[src/rtl/dl_loader.sv]
// rtl/dl_loader.sv - ioctl download word FIFO, byte serialiser and per-index loaded tracking.
// Define DL_CHECKSUM_EN to add dl_sum, the 8-bit byte sum of the current download.
module dl_loader_fifo #(
  parameter int WIDTH = 8,
  parameter int DEPTH = 4
) (
  input  logic                     clk,
  input  logic                     rst,
  input  logic                     push,
  input  logic [WIDTH-1:0]         push_data,
  input  logic                     pop,
  output logic [WIDTH-1:0]         head,
  output logic [$clog2(DEPTH):0]   count
);
  localparam int PTR_W = $clog2(DEPTH);
  localparam int CNT_W = PTR_W + 1;

  logic [WIDTH-1:0] mem [DEPTH];
  logic [PTR_W-1:0] wr_ptr;
  logic [PTR_W-1:0] rd_ptr;
  logic             do_push;
  logic             do_pop;

  assign do_push = push && (count != CNT_W'(DEPTH));
  assign do_pop  = pop && (count != '0);
  assign head    = mem[rd_ptr];

  always_ff @(posedge clk) begin
    if (do_push) mem[wr_ptr] <= push_data;
  end

  always_ff @(posedge clk or posedge rst) begin
    if (rst) begin
      wr_ptr <= '0;
      rd_ptr <= '0;
      count  <= '0;
    end else begin
      if (do_push) wr_ptr <= wr_ptr + PTR_W'(1);
      if (do_pop)  rd_ptr <= rd_ptr + PTR_W'(1);
      if (do_push && !do_pop)      count <= count + CNT_W'(1);
      else if (do_pop && !do_push) count <= count - CNT_W'(1);
    end
  end
endmodule

module dl_loader #(
  parameter int NUM_TARGETS = 4,
  parameter int ADDR_W      = 16,
  parameter int IN_W        = 16,
  parameter int FIFO_DEPTH  = 4
) (
  input  logic                   clk_sys,
  input  logic                   reset,
  input  logic                   ioctl_download,
  input  logic [7:0]             ioctl_index,
  input  logic [ADDR_W-1:0]      ioctl_addr,
  input  logic [IN_W-1:0]        ioctl_dout,
  input  logic                   ioctl_wr,
  output logic                   ioctl_wait,
  output logic [ADDR_W-1:0]      mem_addr,
  output logic [7:0]             mem_dout,
  output logic                   mem_we,
  output logic [NUM_TARGETS-1:0] mem_sel,
  input  logic                   mem_ack,
  output logic [NUM_TARGETS-1:0] loaded,
  output logic                   busy,
  output logic                   cpu_hold,
  output logic                   overflow
`ifdef DL_CHECKSUM_EN
  ,
  output logic [7:0]             dl_sum
`endif
);
  localparam int ENT_W = 8 + ADDR_W + IN_W;
  localparam int CNT_W = $clog2(FIFO_DEPTH) + 1;
  localparam logic [8:0] NT9 = 9'(NUM_TARGETS);

  typedef enum logic [1:0] {IDLE, B0, B1} state_t;

  state_t              state;
  state_t              state_nx;
  logic [ENT_W-1:0]    head;
  logic [CNT_W-1:0]    fifo_count;
  logic                fifo_empty;
  logic                fifo_full;
  logic                push_req;
  logic                fifo_pop;
  logic                load_hold;
  logic [7:0]          head_index;
  logic [7:0]          hold_index;
  logic [ADDR_W-1:0]   hold_addr;
  logic [IN_W-1:0]     hold_data;
  logic                dl_prev;
  logic [7:0]          dl_index;
  logic                pending;
  logic                dl_rise;
  logic                dl_fall;
  logic                set_loaded;

  assign push_req   = ioctl_wr && ioctl_download;
  assign fifo_empty = (fifo_count == '0);
  assign fifo_full  = (fifo_count == CNT_W'(FIFO_DEPTH));
  assign ioctl_wait = (fifo_count >= CNT_W'(FIFO_DEPTH - 1));
  assign head_index = head[ENT_W-1 -: 8];

  dl_loader_fifo #(
    .WIDTH (ENT_W),
    .DEPTH (FIFO_DEPTH)
  ) u_fifo (
    .clk       (clk_sys),
    .rst       (reset),
    .push      (push_req),
    .push_data ({ioctl_index, ioctl_addr, ioctl_dout}),
    .pop       (fifo_pop),
    .head      (head),
    .count     (fifo_count)
  );

  always_ff @(posedge clk_sys or posedge reset) begin
    if (reset) overflow <= 1'b0;
    else if (push_req && fifo_full) overflow <= 1'b1;
  end

  always_ff @(posedge clk_sys or posedge reset) begin
    if (reset) begin
      state      <= IDLE;
      hold_index <= '0;
      hold_addr  <= '0;
      hold_data  <= '0;
    end else begin
      state <= state_nx;
      if (load_hold) begin
        hold_index <= head_index;
        hold_addr  <= head[IN_W +: ADDR_W];
        hold_data  <= head[IN_W-1:0];
      end
    end
  end

  // Out-of-range entries are popped in IDLE and simply never leave it.
  always_comb begin
    state_nx  = state;
    fifo_pop  = 1'b0;
    load_hold = 1'b0;
    mem_we    = 1'b0;
    mem_addr  = '0;
    mem_dout  = '0;
    case (state)
      IDLE: begin
        if (!fifo_empty) begin
          fifo_pop  = 1'b1;
          load_hold = 1'b1;
          if ({1'b0, head_index} < NT9) state_nx = B0;
        end
      end
      B0: begin
        mem_we   = 1'b1;
        mem_addr = hold_addr;
        mem_dout = hold_data[7:0];
        if (mem_ack) state_nx = (IN_W == 16) ? B1 : IDLE;
      end
      B1: begin
        mem_we   = 1'b1;
        mem_addr = hold_addr + ADDR_W'(1);
        mem_dout = hold_data[IN_W-1 -: 8];
        if (mem_ack) state_nx = IDLE;
      end
      default: state_nx = IDLE;
    endcase
  end

  always_comb begin
    mem_sel = '0;
    for (int i = 0; i < NUM_TARGETS; i++) begin
      mem_sel[i] = mem_we && (hold_index == 8'(i));
    end
  end

  assign busy     = !fifo_empty || (state != IDLE);
  assign cpu_hold = ioctl_download || busy || !loaded[0];

  assign dl_rise    = ioctl_download && !dl_prev;
  assign dl_fall    = !ioctl_download && dl_prev;
  assign set_loaded = !dl_rise && !dl_fall && pending && !busy;

  // A new rising edge supersedes any drain wait still pending for the previous index.
  always_ff @(posedge clk_sys or posedge reset) begin
    if (reset) begin
      dl_prev  <= 1'b0;
      dl_index <= '0;
      pending  <= 1'b0;
      loaded   <= '0;
    end else begin
      dl_prev <= ioctl_download;
      if (dl_rise) begin
        dl_index <= ioctl_index;
        pending  <= 1'b0;
        for (int i = 0; i < NUM_TARGETS; i++) begin
          if (ioctl_index == 8'(i)) loaded[i] <= 1'b0;
        end
      end else if (dl_fall) begin
        pending <= 1'b1;
      end else if (set_loaded) begin
        pending <= 1'b0;
        for (int i = 0; i < NUM_TARGETS; i++) begin
          if (dl_index == 8'(i)) loaded[i] <= 1'b1;
        end
      end
    end
  end

`ifdef DL_CHECKSUM_EN
  logic sum_frozen;

  always_ff @(posedge clk_sys or posedge reset) begin
    if (reset) begin
      dl_sum     <= '0;
      sum_frozen <= 1'b0;
    end else if (dl_rise) begin
      dl_sum     <= '0;
      sum_frozen <= 1'b0;
    end else begin
      if (mem_we && mem_ack && !sum_frozen) dl_sum <= dl_sum + mem_dout;
      if (set_loaded) sum_frozen <= 1'b1;
    end
  end
`endif
endmodule

[config.mk]
export PLATFORM = sky130hd
export DESIGN_NAME = dl_loader
export DESIGN_NICKNAME = d
export VERILOG_FILES = /design/src/rtl/dl_loader.sv
export SDC_FILE = /design/constraint.sdc
export NUM_CORES = 1
export LEC_CHECK = 0
export CORE_ASPECT_RATIO = 1.25
export CORE_MARGIN = 2
export CORE_UTILIZATION = 35
export DETAILED_ROUTE_END_ITERATION = 8
export GPL_TIMING_DRIVEN = 1
export SLEW_MARGIN = 20
export SYNTH_ARGS = -nofsm -noshare
export SYNTH_HDL_FRONTEND = slang
export SYNTH_SLANG_ARGS = --single-unit
export TNS_END_PERCENT = 20
[constraint.sdc]
create_clock -name clk_sys -period 4.34 [get_ports clk_sys]
set_input_delay 1.085 -clock clk_sys [delete_from_list [all_inputs] [get_ports clk_sys]]
set_output_delay 1.085 -clock clk_sys [all_outputs]
set_load 0.01 [all_outputs]
==> results.json <==
{
  "io_pins": 82,
  "clock_skew_ns": 0.007709,
  "yosysTopAreaCellShare": 0.5166,
  "die_h_um": 186.3,
  "min_to": "overflow",
  "grt_pass1_wl_um": 29920,
  "rows": 66,
  "crit_chain": "inv_1 -> ha_1 -> nand2_1 -> nor4_1 -> a41oi_1 -> a31oi_1 -> clkdlybuf4s50_1",
  "via_per_inst": 5.075,
  "synth.avg_cell_area_um2": 17.10,
  "finalWirelength_um": 19070,
  "slew_headroom": 0.3838,
  "port_buffers": 81,
  "grt_pass1_vias": 5386,
  "critPathSlowestCell": "clkdlybuf4s50_1",
  "gr-total-overflow": 0,
  "yosysWarnings": 0,
  "num_vias": 5065,
  "syn_to_final_growth_pct": 21.45,
  "rrSetupSlack_ns": 2.00,
  "postCtsHoldBufs": 0,
  "rr_endpoint": "u_fifo.mem[3][16]",
  "grt_max_degree": 43,
  "post-place-cells": 954,
  "final_cells": 998,
  "antenna_found_initial": 2,
  "cts_setup_buffers": 0,
  "drt_first_pass_iters": 4,
  "power_density_mw_per_mm2": 649.5,
  "cts_resized": 0,
  "crit_buf_inv": 2,
  "synthTopCellsByCount": "edfxtp_1 (160), dfrtp_1 (64), mux2_2 (41), nand2_1 (41), mux4_2 (35)",
  "total_power_mw": 7.336,
  "crit_path_start_kind": "flip-flop",
  "leakagePower_nw": 3.911,
  "critPathMaxFanout": 12,
  "synth-edff-count": 160,
  "min-delay-start": "overflow",
  "multiInputGateArea_mm2": 0.002709,
  "clk_latency_ns": 0.50,
  "setup_viol": 0,
  "root_buffer": "clkbuf_16",
  "post_drt_wl_per_cell_um": 19.10,
  "arrival_ns": 2.86,
  "hold_violations": 0,
  "drc": 0,
  "clk_pin_slew_ns": 0.06,
  "fillerInstances": 2344,
  "finalInstanceArea_mm2": 0.01129,
  "place.gp.congestion": 0.8408,
  "reg2reg_depth": 4,
  "drv_cap": 0,
  "min_path_type": "flip-flop to flip-flop",
  "hpwl_um": 12850,
  "synthesis.nets": 601,
  "period_minus_slack_ns": 3.949,
  "clock_sinks": 224,
  "yosys.cell_count.top_type": "edfxtp_1",
  "end_kind": "output pin",
  "worst_pin_slew_ns": 0.9244,
  "numCtsBuffers": 24,
  "dieArea_mm2": 0.02790,
  "placed_area_mm2": 0.01056,
  "worstReg2RegStart": "u_fifo.count[0]",
  "layout-drive-gt1-share": 0.2055,
  "status": "completed",
  "ant_nets": 0,
  "finalWorstSetupSlack_ns": 0.3906,
  "ys_seq_area_frac": 0.6888,
  "initial_core_util": 0.3564,
  "place_ws_ns": 0.8761,
  "synth_area_leaders": "edfxtp_1 (52%), dfrtp_1 (17%), mux4_2 (8.5%)",
  "synth_top_area_cell": "edfxtp_1",
  "async_reset_ff_frac": 0.2857,
  "cts_buffer_depth": 3,
  "ys_ff_latch": 224,
  "crit_family": "simple AND/OR/NAND/NOR gates",
  "cts_htree_levels": 1,
  "die_w_um": 149.8,
  "grt_setup_unrepaired": "no",
  "drv_slew": 0,
  "ys_types": 55,
  "regArea_mm2": 0.006407,
  "first_iter_violations": 281,
  "cts_tree": "built",
  "ir_drop_v": 0.0003830,
  "track_usage": 0.1388,
  "synth_flop_cell": "edfxtp_1",
  "core_mm2": 0.02610,
  "worst_path_largest_cell_delay_ns": 0.55,
  "whs_path_depth": 1,
  "path_class": "flip-flop to output pin",
  "finalNetCount": 697,
  "crit_required_ns": 3.25,
  "fin_crit_sh": 0.9100,
  "synth_area_mm2": 0.009300,
  "postSynthCellCount": 544,
  "fmaxAchievable_mhz": 253.2,
  "tns_ns": 0
}
## sequential cells by signal, summed over array words and instances, names as in the netlist
register       count
hold_index         8
dl_index           8
state              2
dl_prev            1
u_fifo.wr_ptr      2
hold_addr         16
u_fifo.mem       160
u_fifo.rd_ptr      2
overflow           1
pending            1
hold_data         16
loaded             4
u_fifo.count       3
## kinds of logic (layout without fill, tap and decap cells)
family          count (synthesis)  count (layout)  synth area share
xor+xnor                        7               7          0.006592
simple gates                  115             115           0.06727
fa+ha+maj                      12              12           0.01695
other cells                     0               1                 0
flops                         224             224            0.6888
mux                            84              84            0.1518
buf+inv                        40             153           0.02139
compound gates                 62              62           0.04722
## routing by layer
metal	vias up	global-route usage	wire length (um)
met5	-	0	13
met2	136	0.2499	9820
li1	2317	-	-
met1	2578	0.1725	7929
met3	32	0.02561	966
met4	2	0.03547	335
## where the power goes
group / internal [mW] / leakage (nW) / switching [mW]
registers: 2.73 / 2.20 / 0.398
clock network: 1.12 / 0.354 / 0.773
logic: 1.24 / 1.35 / 1.08
## worst max-delay path by stage
stage / start / end / slack (ns) / cells past startpoint
after floorplan: ioctl_download / u_fifo.mem[0][0] / 1.44 / 3
after global placement: ioctl_download / cpu_hold / 0.95 / 4
after detailed placement: ioctl_download / u_fifo.mem[3][16] / 0.88 / 5
after CTS: state[1] / mem_addr[14] / 0.37 / 7
after global routing: state[1] / mem_addr[14] / 0.17 / 7
final: state[0] / mem_addr[14] / 0.39 / 7
## cell type report
type | instances | area share
Clock inverter | 9 | 0.006425
Inverter | 16 | 0.005317
Tap cell | 340 | 0.03766
Clock buffer | 34 | 0.05838
Sequential cell | 224 | 0.5673
Timing Repair Buffer | 94 | 0.08486
Antenna cell | 1 | 0.0002216
Multi-Input combinational cell | 280 | 0.2398
## cells in the final DEF, fill, tap and decap left out, types with 3 or more instances in the layout
cell,instances
clkinv_1,3
and3_1,4
nor4_1,5
nand4_1,7
clkbuf_1,9
and2_1,4
clkdlybuf4s50_1,81
a21o_1,3
buf_12,4
xnor2_1,5
nor3_1,8
and2_2,4
nor2b_1,12
nand2_1,41
edfxtp_1,160
buf_4,9
a31oi_1,5
mux2i_1,3
nand3_1,5
mux4_2,35
clkbuf_16,25
a22oi_1,9
a41oi_1,5
a21boi_0,5
a21oi_1,6
nor2_1,11
dfrtp_1,63
inv_1,15
o21ai_0,13
ha_1,11
mux4_1,5
mux2_2,41
and4_1,3
clkinv_2,3
## stage by stage
stage	utilization	hold WS, ns
floorplan	-	0.4371
finish	0.4328	0.4729
detailed placement	0.4047	0.4633
CTS	0.4327	0.4753
global placement	0.4047	0.4592
global route	0.4327	0.4996
Power figures use the tool's default switching activity.
